--- src/rtl/asian_payoff_acc_pkg.sv ---
// Shared defaults, state encoding and width helpers for the Asian payoff accumulator.
package asian_payoff_acc_pkg;

    localparam int DAY_D     = 8;
    localparam int N_PATH_D  = 256;
    localparam int DW_D      = 12;
    localparam int TIMEOUT_D = 16;

    typedef logic [1:0] state_t;

    localparam state_t S_IDLE    = 2'd0;
    localparam state_t S_COLLECT = 2'd1;
    localparam state_t S_FLUSH   = 2'd2;
    localparam state_t S_DONE    = 2'd3;

    // Counter width that never collapses to zero bits for tiny ranges.
    function automatic int clog2_min1(input int v);
        return (v <= 2) ? 1 : $clog2(v);
    endfunction

endpackage

--- src/rtl/asian_payoff_acc_if.sv ---
// Control, sample-stream and result bundle between the path controller and the accumulator.
interface asian_payoff_acc_if #(
    parameter int DW = 12
);
    // i_in_valid qualifies i_in_sample for exactly one cycle; there is no backpressure,
    // so a sample presented while the accumulator is not collecting is simply dropped.
    logic          i_start;
    logic [DW-1:0] i_k;
    logic          i_in_valid;
    logic [DW-1:0] i_in_sample;
    logic          o_resend;
    logic          o_busy;
    logic          o_price_valid;
    logic [DW-1:0] o_price;
    logic [1:0]    o_state;

    modport master (
        output i_start, i_k, i_in_valid, i_in_sample,
        input  o_resend, o_busy, o_price_valid, o_price, o_state
    );

    modport slave (
        input  i_start, i_k, i_in_valid, i_in_sample,
        output o_resend, o_busy, o_price_valid, o_price, o_state
    );

endinterface

--- src/rtl/asian_payoff_acc_path_averager.sv ---
// Sums DAY samples of one path, emits the truncated average, and flags a stalled partial path.
module asian_payoff_acc_path_averager
    import asian_payoff_acc_pkg::*;
#(
    parameter int DAY     = DAY_D,
    parameter int DW      = DW_D,
    parameter int TIMEOUT = TIMEOUT_D
) (
    input  logic          clk,
    input  logic          rst,
    input  logic          i_clr,
    input  logic          i_en,
    input  logic          i_valid,
    input  logic [DW-1:0] i_sample,
    output logic          o_path_done,
    output logic [DW-1:0] o_avg,
    output logic          o_avg_valid,
    output logic          o_timeout
);
    localparam int LD = $clog2(DAY);
    localparam int SW = DW + LD;
    localparam int IW = clog2_min1(TIMEOUT);

    logic [LD-1:0] r_day_cnt;
    logic [SW-1:0] r_path_sum;
    logic [IW-1:0] r_idle_cnt;
    logic [DW-1:0] r_avg;
    logic          r_avg_valid;
    logic          r_timeout;

    logic [SW-1:0] w_sum_final;
    logic          w_accept;
    logic          w_stalled;
    logic          w_expire;

    assign w_sum_final = r_path_sum + SW'(i_sample);
    assign w_accept    = i_en && i_valid;
    assign o_path_done = w_accept && (r_day_cnt == LD'(DAY - 1));
    // Stall timing only runs inside a path; the gap between paths is unbounded.
    assign w_stalled   = i_en && !i_valid && (r_day_cnt != '0);
    assign w_expire    = w_stalled && (r_idle_cnt == IW'(TIMEOUT - 1));

    always_ff @(posedge clk) begin
        if (rst || i_clr) begin
            r_day_cnt   <= '0;
            r_path_sum  <= '0;
            r_idle_cnt  <= '0;
            r_avg       <= '0;
            r_avg_valid <= 1'b0;
            r_timeout   <= 1'b0;
        end else begin
            r_avg_valid <= o_path_done;
            r_timeout   <= w_expire;
            if (o_path_done) begin
                r_avg      <= DW'(w_sum_final >> LD);
                r_path_sum <= '0;
                r_day_cnt  <= '0;
                r_idle_cnt <= '0;
            end else if (w_accept) begin
                r_path_sum <= w_sum_final;
                r_day_cnt  <= r_day_cnt + 1'b1;
                r_idle_cnt <= '0;
            end else if (w_expire) begin
                r_path_sum <= '0;
                r_day_cnt  <= '0;
                r_idle_cnt <= '0;
            end else if (w_stalled) begin
                r_idle_cnt <= r_idle_cnt + 1'b1;
            end
        end
    end

    assign o_avg       = r_avg;
    assign o_avg_valid = r_avg_valid;
    assign o_timeout   = r_timeout;

endmodule

--- src/rtl/asian_payoff_acc.sv ---
// Asian call Monte-Carlo pricer: averages each path, accumulates max(avg-K,0), emits the mean payoff.
module asian_payoff_acc
    import asian_payoff_acc_pkg::*;
#(
    parameter int DAY     = DAY_D,
    parameter int N_PATH  = N_PATH_D,
    parameter int DW      = DW_D,
    parameter int TIMEOUT = TIMEOUT_D
) (
    input  logic               clk,
    input  logic               rst,
    asian_payoff_acc_if.slave  bus
);
    localparam int LP = $clog2(N_PATH);
    localparam int AW = DW + LP;

    state_t        r_state;
    logic [DW-1:0] r_k;
    logic [AW-1:0] r_acc;
    logic [LP-1:0] r_path_cnt;
    logic [1:0]    r_flush_cnt;
    logic          r_busy;
    logic          r_price_valid;
    logic [DW-1:0] r_price;

    logic          w_en;
    logic          w_path_done;
    logic [DW-1:0] w_avg;
    logic          w_avg_valid;
    logic          w_timeout;
    logic [DW-1:0] w_payoff;

    // start has priority over a sample arriving in the same cycle.
    assign w_en = (r_state == S_COLLECT) && !bus.i_start;

    asian_payoff_acc_path_averager #(
        .DAY     (DAY),
        .DW      (DW),
        .TIMEOUT (TIMEOUT)
    ) u_avg (
        .clk         (clk),
        .rst         (rst),
        .i_clr       (bus.i_start),
        .i_en        (w_en),
        .i_valid     (bus.i_in_valid),
        .i_sample    (bus.i_in_sample),
        .o_path_done (w_path_done),
        .o_avg       (w_avg),
        .o_avg_valid (w_avg_valid),
        .o_timeout   (w_timeout)
    );

    assign w_payoff = (w_avg > r_k) ? (w_avg - r_k) : '0;

    always_ff @(posedge clk) begin
        if (rst) begin
            r_state       <= S_IDLE;
            r_k           <= '0;
            r_acc         <= '0;
            r_path_cnt    <= '0;
            r_flush_cnt   <= '0;
            r_busy        <= 1'b0;
            r_price_valid <= 1'b0;
            r_price       <= '0;
        end else if (bus.i_start) begin
            r_state       <= S_COLLECT;
            r_k           <= bus.i_k;
            r_acc         <= '0;
            r_path_cnt    <= '0;
            r_flush_cnt   <= '0;
            r_busy        <= 1'b1;
            r_price_valid <= 1'b0;
            r_price       <= '0;
        end else begin
            if (w_avg_valid) begin
                r_acc      <= r_acc + AW'(w_payoff);
                r_path_cnt <= r_path_cnt + 1'b1;
            end
            case (r_state)
                S_COLLECT: begin
                    if (w_path_done && (r_path_cnt == LP'(N_PATH - 1))) begin
                        r_state     <= S_FLUSH;
                        r_flush_cnt <= '0;
                    end
                end
                // Two cycles for the last avg and payoff to land in acc, then the output register.
                S_FLUSH: begin
                    if (r_flush_cnt == 2'd2) begin
                        r_state       <= S_DONE;
                        r_busy        <= 1'b0;
                        r_price_valid <= 1'b1;
                        r_price       <= DW'(r_acc >> LP);
                    end else begin
                        r_flush_cnt <= r_flush_cnt + 1'b1;
                    end
                end
                default: begin
                end
            endcase
        end
    end

    assign bus.o_resend      = w_timeout;
    assign bus.o_busy        = r_busy;
    assign bus.o_price_valid = r_price_valid;
    assign bus.o_price       = r_price;
    assign bus.o_state       = r_state;

endmodule

--- src/flat_wrapper.sv ---
// flat-port wrapper written by rule: the top's interface ports become plain ports
module asian_payoff_acc_flat import asian_payoff_acc_pkg::*;
#(
    parameter int DAY     = DAY_D,
    parameter int N_PATH  = N_PATH_D,
    parameter int DW      = DW_D,
    parameter int TIMEOUT = TIMEOUT_D
)
  (clk, rst, bus_i_start, bus_i_k, bus_i_in_valid, bus_i_in_sample, bus_o_resend, bus_o_busy, bus_o_price_valid, bus_o_price, bus_o_state);
  asian_payoff_acc_if #(.DW(DW)) bus_i ();
  input  logic clk;
  input  logic rst;
  input wire logic [$bits(bus_i.i_start)-1:0] bus_i_start;
  input wire logic [$bits(bus_i.i_k)-1:0] bus_i_k;
  input wire logic [$bits(bus_i.i_in_valid)-1:0] bus_i_in_valid;
  input wire logic [$bits(bus_i.i_in_sample)-1:0] bus_i_in_sample;
  output wire logic [$bits(bus_i.o_resend)-1:0] bus_o_resend;
  output wire logic [$bits(bus_i.o_busy)-1:0] bus_o_busy;
  output wire logic [$bits(bus_i.o_price_valid)-1:0] bus_o_price_valid;
  output wire logic [$bits(bus_i.o_price)-1:0] bus_o_price;
  output wire logic [$bits(bus_i.o_state)-1:0] bus_o_state;
  assign bus_i.i_start = bus_i_start;
  assign bus_i.i_k = bus_i_k;
  assign bus_i.i_in_valid = bus_i_in_valid;
  assign bus_i.i_in_sample = bus_i_in_sample;
  assign bus_o_resend = bus_i.o_resend;
  assign bus_o_busy = bus_i.o_busy;
  assign bus_o_price_valid = bus_i.o_price_valid;
  assign bus_o_price = bus_i.o_price;
  assign bus_o_state = bus_i.o_state;
  asian_payoff_acc #(.DAY(DAY), .N_PATH(N_PATH), .DW(DW), .TIMEOUT(TIMEOUT)) u_core (.clk(clk), .rst(rst), .bus(bus_i));
endmodule
--- config.mk ---
export PLATFORM = sky130hd
export DESIGN_NAME = asian_payoff_acc_flat
export DESIGN_NICKNAME = d
export VERILOG_FILES = /design/src/rtl/asian_payoff_acc_pkg.sv /design/src/rtl/asian_payoff_acc_if.sv /design/src/rtl/asian_payoff_acc_path_averager.sv /design/src/rtl/asian_payoff_acc.sv /design/src/flat_wrapper.sv
export SDC_FILE = /design/constraint.sdc
export NUM_CORES = 1
export LEC_CHECK = 0
export ABC_AREA = 1
export BUFFER_PORTS_ARGS = -buffer_cell sky130_fd_sc_hd__buf_2
export CORE_MARGIN = 2
export CORE_UTILIZATION = 45
export DETAILED_ROUTE_END_ITERATION = 10
export PLACE_DENSITY = 0.74
export SKIP_LAST_GASP = 1
export SYNTH_ARGS = -nofsm -noshare
export SYNTH_HDL_FRONTEND = slang
export SYNTH_HIERARCHICAL = 1
export SYNTH_SLANG_ARGS = --single-unit
--- constraint.sdc ---
create_clock -name clk -period 5.11 [get_ports clk]
set_clock_uncertainty 0.05 [all_clocks]
set_input_delay 0.511 -clock clk [delete_from_list [all_inputs] [get_ports clk]]
set_output_delay 0.511 -clock clk [all_outputs]
set_load 0.005 [all_outputs]
# ---- Word level (Yosys, flattened, before mapping)
# Cells that the tools add are included.
dict set report totals {
  register_bits 94
  latch_bits 0
  mem_bits_rw 0
  romBits 0
  input_bits 28
  output_inout_bits 17
  elab_cells 73
  memories 0
}
dict set report op_classes {
  add_sub_neg 7
  n_mul 0
  n_div 0
  order_cmp 1
  eq_ne 11
  shifts 0
  n_mux 15
  bitwise 0
  reduce_logical 24
}
# operator count
set op_table {}
lappend op_table {{$mux 15} 2}
lappend op_table {{$add 20x12->20} 1}
lappend op_table {{$add 15x12->15} 1}
lappend op_table {{$gt 12x12->1} 1}
lappend op_table {{$mux 12} 1}
lappend op_table {{$sub 12x12->12} 1}
lappend op_table {{$reduce_and 3->1} 3}
lappend op_table {{$add 8x1->8 const B} 1}
lappend op_table {{$eq 8x8->1 const B} 1}
lappend op_table {{$mux 2} 4}
lappend op_table {{$pmux 2 s2} 2}
lappend op_table {{$reduce_bool 2->1} 4}
lappend op_table {{$logic_and 1x1->1} 7}
lappend op_table {{$mux 3} 2}
lappend op_table {{$reduce_bool 3->1} 2}
lappend op_table {{$add 4x1->4 const B} 1}
lappend op_table {{$eq 2x2->1 const B} 2}
lappend op_table {{$eq 4x4->1 const B} 1}
lappend op_table {{$mux 1} 4}
lappend op_table {{$ne 2x2->1 const B} 2}
lappend op_table {{$reduce_and 2->1} 2}
lappend op_table {{$reduce_or 2->1} 2}
lappend op_table {{$reduce_or 4->1} 1}
lappend op_table {{$add 3x1->3 const B} 1}
lappend op_table {{8 further kinds} 9}

# ---- Longest topological paths before layout
dict set report depth {
  depth_word 8
  depth_mapped 21
  ltp_nobuf 21
}

# ---- By module
# The synthesis kept the hierarchy.
# mod instances cells_each area_per_inst_um2 seq_area_each_um2
set by_module_without_submodules {}
lappend by_module_without_submodules {asian_payoff_acc 1 574 3726.1 1161.1}
lappend by_module_without_submodules {asian_payoff_acc_path_averager 1 315 2164.6 720.7}

# ---- Worst setup path before layout
# Ideal clock, no wire load.
dict set report synth_timing {
  path_kind {reg-to-reg}
  start {register u_core.u_avg.r_avg[0] (netlist: u_core/u_avg/o_avg[0])}
  end {register u_core.r_acc[12]}
  setup_ps 115
  arrival_ps 2625
  required_ps 4945
  setup_slack_ps 2320
  path_stages_with_launch 21
  n_path_buf 1
  period_less_slack_ps 2790
  path_cell_list {dfxtp_1 > inv_1 > ha_1 > fa_1 > o21ai_2 > nand3_1 > nand3_1 > nand2_2 > buf_6 > nor2_2 > ha_1 > fa_1 > nand3_1 > nand3_1 > nand2_1 > nand2_1 > nand2_1 > nand2_1 > nand3_1 > nand2_1 > nor2_1}
}
dict set report synth_via {
  elab_chain_cells 3
  elab_cells_between_ends 4
  classes_between {add/sub: 2; order compare: 1; mux: 1}
}
# item line
set synth_rtl {}
lappend synth_rtl {{start: declaration} asian_payoff_acc_path_averager.sv:27} ;# logic [DW-1:0] r_avg;
lappend synth_rtl {{start signal: assignment} asian_payoff_acc_path_averager.sv:55} ;# r_avg <= DW'(w_sum_final >> LD);
lappend synth_rtl {{$sub 12x12->12 or $gt 12x12->1 (tied branches)} asian_payoff_acc.sv:53} ;# assign w_payoff = (w_avg > r_k) ? (w_avg - r_k) : '0;
lappend synth_rtl {{$mux 12 *} asian_payoff_acc.sv:53}
lappend synth_rtl {{$add 20x12->20 *} asian_payoff_acc.sv:76} ;# r_acc <= r_acc + AW'(w_payoff);
lappend synth_rtl {{end signal: assignment} asian_payoff_acc.sv:76}
lappend synth_rtl {{end: declaration} asian_payoff_acc.sv:19} ;# logic [AW-1:0] r_acc;
# Every way passes the cells marked *; elsewhere a longest branch is shown, timed or not.
# A chain may end at the register's enable or synchronous reset.

# ---- Worst setup path in the final report
dict set report layout_timing {
  start {register u_core.r_k[3]}
  end {register u_core.r_acc[16]}
}
dict set report layout_via {
  elab_chain_cells 3
  elab_cells_between_ends 4
  classes_between {add/sub: 2; order compare: 1; mux: 1}
}
# item line
set layout_rtl {}
lappend layout_rtl {{start: declaration} asian_payoff_acc.sv:18} ;# logic [DW-1:0] r_k;
lappend layout_rtl {{start signal: assignment} asian_payoff_acc.sv:67} ;# r_k <= bus.i_k;
lappend layout_rtl {{$sub 12x12->12 or $gt 12x12->1 (tied branches)} asian_payoff_acc.sv:53}
lappend layout_rtl {{$mux 12 *} asian_payoff_acc.sv:53}
lappend layout_rtl {{$add 20x12->20 *} asian_payoff_acc.sv:76}
# Marks and branches as above.

==> metrics <==
WP data required=about 5.3 ns; clk_lat worst skew=around 0.35 ns; outcome=completed; placeable core area=roughly 0.013 mm^2; Yosys reg bits=94; pin count of the biggest net entering global routing=33; Worst-Margin Slew=between 0.7 and 0.8 ns; post-CTS sizing=0; GR Util All Layers=0.192; area share of the largest cell type after synthesis=0.319; worst hold path class=input port to register; first-pass GRT wire length=approximately 22000 um; crit end category=register; layout cells sized above 1=0.0857; Switching Fraction=0.250; worst r2r src=u_core/r_k[3]; Largest delay share family, worst path=adder cells; CP max stage cell=fa_1; worst path arrival time=3.40 ns; Post-synth ARST share=0; H-tree Lvls=3; TritonCTS Sinks=94; area of placed instances=~0.0062 mm^2; sw power=roughly 0.40 mW; leading cell types by total area after synthesis=dfxtp_1 (32%), nand2_1 (15%), ha_1 (9.3%); max-cap viol count=0; Leak=roughly 3.2 nW; number of flops mapped to enable cells by yosys=0; Initial Util=0.463; Slowest Stage Delay on Critical Path=0.48 ns; P per Cell Area=between 200 and 250 mW/mm^2; Worst Setup SP=u_core/r_k[3]; row count=between 40 and 50; most common library cells after synthesis=nand2_1 (236), inv_1 (130), nor2_1 (109); PortBufs=between 40 and 50; Syn Inst Count=889; Int Pwr=~1.2 mW; post-route cell area=roughly 0.0066 mm^2; Routed Wire Length=around 13000 um; routed vias/inst=between 4 and 5; setup bufs post-CTS=0; Synth cell types=44; vias in the first global route=around 5000; period utilization=0.628; Max Freq=just over 0.3 GHz; Mapped Nets=964; unrepaired setup endpoints after global routing=false; WP buf/inv=1; RePlAce Congestion=0.995; CTS tree=yes; top-count cell post-synth=nand2_1; DR vias=5493; CP cell instances=inv_1 -> ha_1 -> a21oi_1 -> o21ai_2 -> nand3_1 -> nand3_1 -> nand2_2 -> nor2_2 -> ha_1 -> fa_1 -> nand3_1 -> nand3_1 -> nand2_1 -> nand2_1 -> nand2_1 -> nand2_1 -> a21oi_1 -> nor2_1; Setup Viol. Count Final=0; Logic pwr share=0.096; syn_area_per_cell=6.63 um^2; die width=approximately 120 um; mapped cell area=0.00589 mm^2; post-route ant nets=0; DRC=0; startpoint types=register; grt ovf=0; final critical-path required period=between 3 and 4 ns; hold-fix buffers at CTS=0; I/O pin cnt=45; Clk pwr share=0.434; cts bufs inserted=9; area grow syn2layout=11.2%; synth warn=6; die area=roughly 0.014 mm^2; Setup CP Type=register to register; relative slew slack=0.511; initial DRC count=293; sequential share of power=0.470; routed length per placed instance=between 10 and 15 um; maximum vdd ir drop=0.178 mV; Hold Vio Cnt, Final=0; Primary FF master, synth=dfxtp_1; min-delay src=bus_i_k[0]; max-slew violations=0; Detailed Routing Iterations Pass 1=7; Root Driver=clkbuf_16; clock-pin slew on the worst setup and hold paths=roughly 0.07 ns; Setup TNS=0 ns; nets=1004; CP max FO=12; DP HPWL=roughly 10000 um; post-synthesis sequential area ratio=0.319; initial antenna violation count=1; clock tree buffer depth=2; cell taking the most area after synthesis=dfxtp_1; chip height=118 um
-- final cells by class --
class,count,area (um^2)
antenna,1,2.50
clock buffer,12,246
clock inverter,4,53.8
fill,1316,6170
inverter,134,503
multi-input combinational,645,3420
sequential,94,1880
tap,172,215
timing repair buffer,45,228
-- power groups by stage --
stage                     registers [mW]  clock network [mW]  logic (mW)
after floorplan                    0.762                   0       0.111
after global placement             0.762                   0       0.151
after detailed placement           0.763                   0       0.151
after CTS                          0.746               0.708       0.152
after global routing               0.746               0.733       0.172
final                              0.746               0.689       0.153
-- per-layer routing --
| layer | up-vias | routed length [um] | track usage |
|---|---|---|---|
| li1 | 2920 | - | - |
| met1 | 2471 | 6330 | 0.238 |
| met2 | 87 | 6240 | 0.331 |
| met3 | 15 | 534 | 0.0502 |
| met4 | 0 | 157 | 0.0491 |
| met5 | - | 0 | 0 |
-- state kept, by name, indices dropped and copies added, names as in the netlist --
signal	cells
u_core/r_flush_cnt	2
u_core/r_k	12
u_core/bus.o_price_valid	1
u_core/bus.o_price	12
u_core/u_avg/r_path_sum	15
u_core/u_avg/o_timeout	1
u_core/r_path_cnt	8
u_core/u_avg/o_avg_valid	1
u_core/u_avg/o_avg	12
u_core/u_avg/r_day_cnt	3
u_core/bus.o_state	2
u_core/bus.o_busy	1
u_core/u_avg/r_idle_cnt	4
u_core/r_acc	20
-- layout by cell type, fill, tap and decap left out, types with 2 or more instances in the layout --
| cell type | netlist | layout |
|---|---|---|
| nand4_1 | 11 | 11 |
| clkbuf_16 | 0 | 9 |
| nand3b_1 | 4 | 4 |
| xnor2_1 | 7 | 7 |
| nor3_1 | 6 | 6 |
| xor2_1 | 12 | 12 |
| a21oi_1 | 67 | 67 |
| inv_2 | 3 | 3 |
| clkbuf_1 | 5 | 2 |
| o211ai_1 | 2 | 2 |
| o21ai_0 | 29 | 29 |
| nand2_1 | 236 | 236 |
| o21a_1 | 4 | 4 |
| o21bai_1 | 2 | 2 |
| nor2_1 | 109 | 109 |
| a211oi_1 | 12 | 12 |
| nor2_4 | 2 | 2 |
| fa_1 | 3 | 3 |
| inv_1 | 130 | 130 |
| and2_1 | 5 | 5 |
| ha_1 | 44 | 44 |
| clkinvlp_4 | 0 | 2 |
| buf_2 | 8 | 44 |
| nand3_1 | 65 | 65 |
| o21ai_1 | 3 | 3 |
| nand2_2 | 6 | 6 |
| dfxtp_1 | 94 | 94 |
-- through the flow --
stage / power [mW] / std cells / setup slack, ns / util / hold slack, ns
finish: 1.59 / 1107 / 1.90 / 0.515 / 0.385
global route: 1.65 / 1106 / 1.60 / 0.515 / 0.389
CTS: 1.61 / 1106 / 1.93 / 0.515 / 0.378
detailed placement: 0.914 / 1090 / 1.97 / 0.491 / 0.396
global placement: 0.913 / 1090 / 1.97 / 0.491 / 0.394
floorplan: 0.873 / 889 / 2.32 / - / 0.380
-- final timing paths --
kind                                              end  slack (ns)  cells after the start
worst max-delay path                 u_core/r_acc[16]        1.90                     18
worst max register to register       u_core/r_acc[16]        1.90                     18
worst min register to register  u_core/u_avg/o_avg[4]        0.40                      2
worst min-delay path                    u_core/r_k[0]        0.38                      3
-- kinds of logic after synthesis --
| group | after synthesis | share of synthesized area |
|---|---|---|
| flip-flops | 94 | 0.319 |
| AND/OR/NAND/NOR | 455 | 0.331 |
| XOR/XNOR | 19 | 0.0282 |
| AO/OA/AOI/OAI | 124 | 0.118 |
| buffers and inverters | 150 | 0.0998 |
| adder cells (fa/ha/maj) | 47 | 0.104 |
-- tightest hold or removal path, cell delays in order --
cell and delay, ns:
buf_2 0.10, nand2_1 0.07, a21oi_1 0.06
Power figures use the tool's default switching activity.
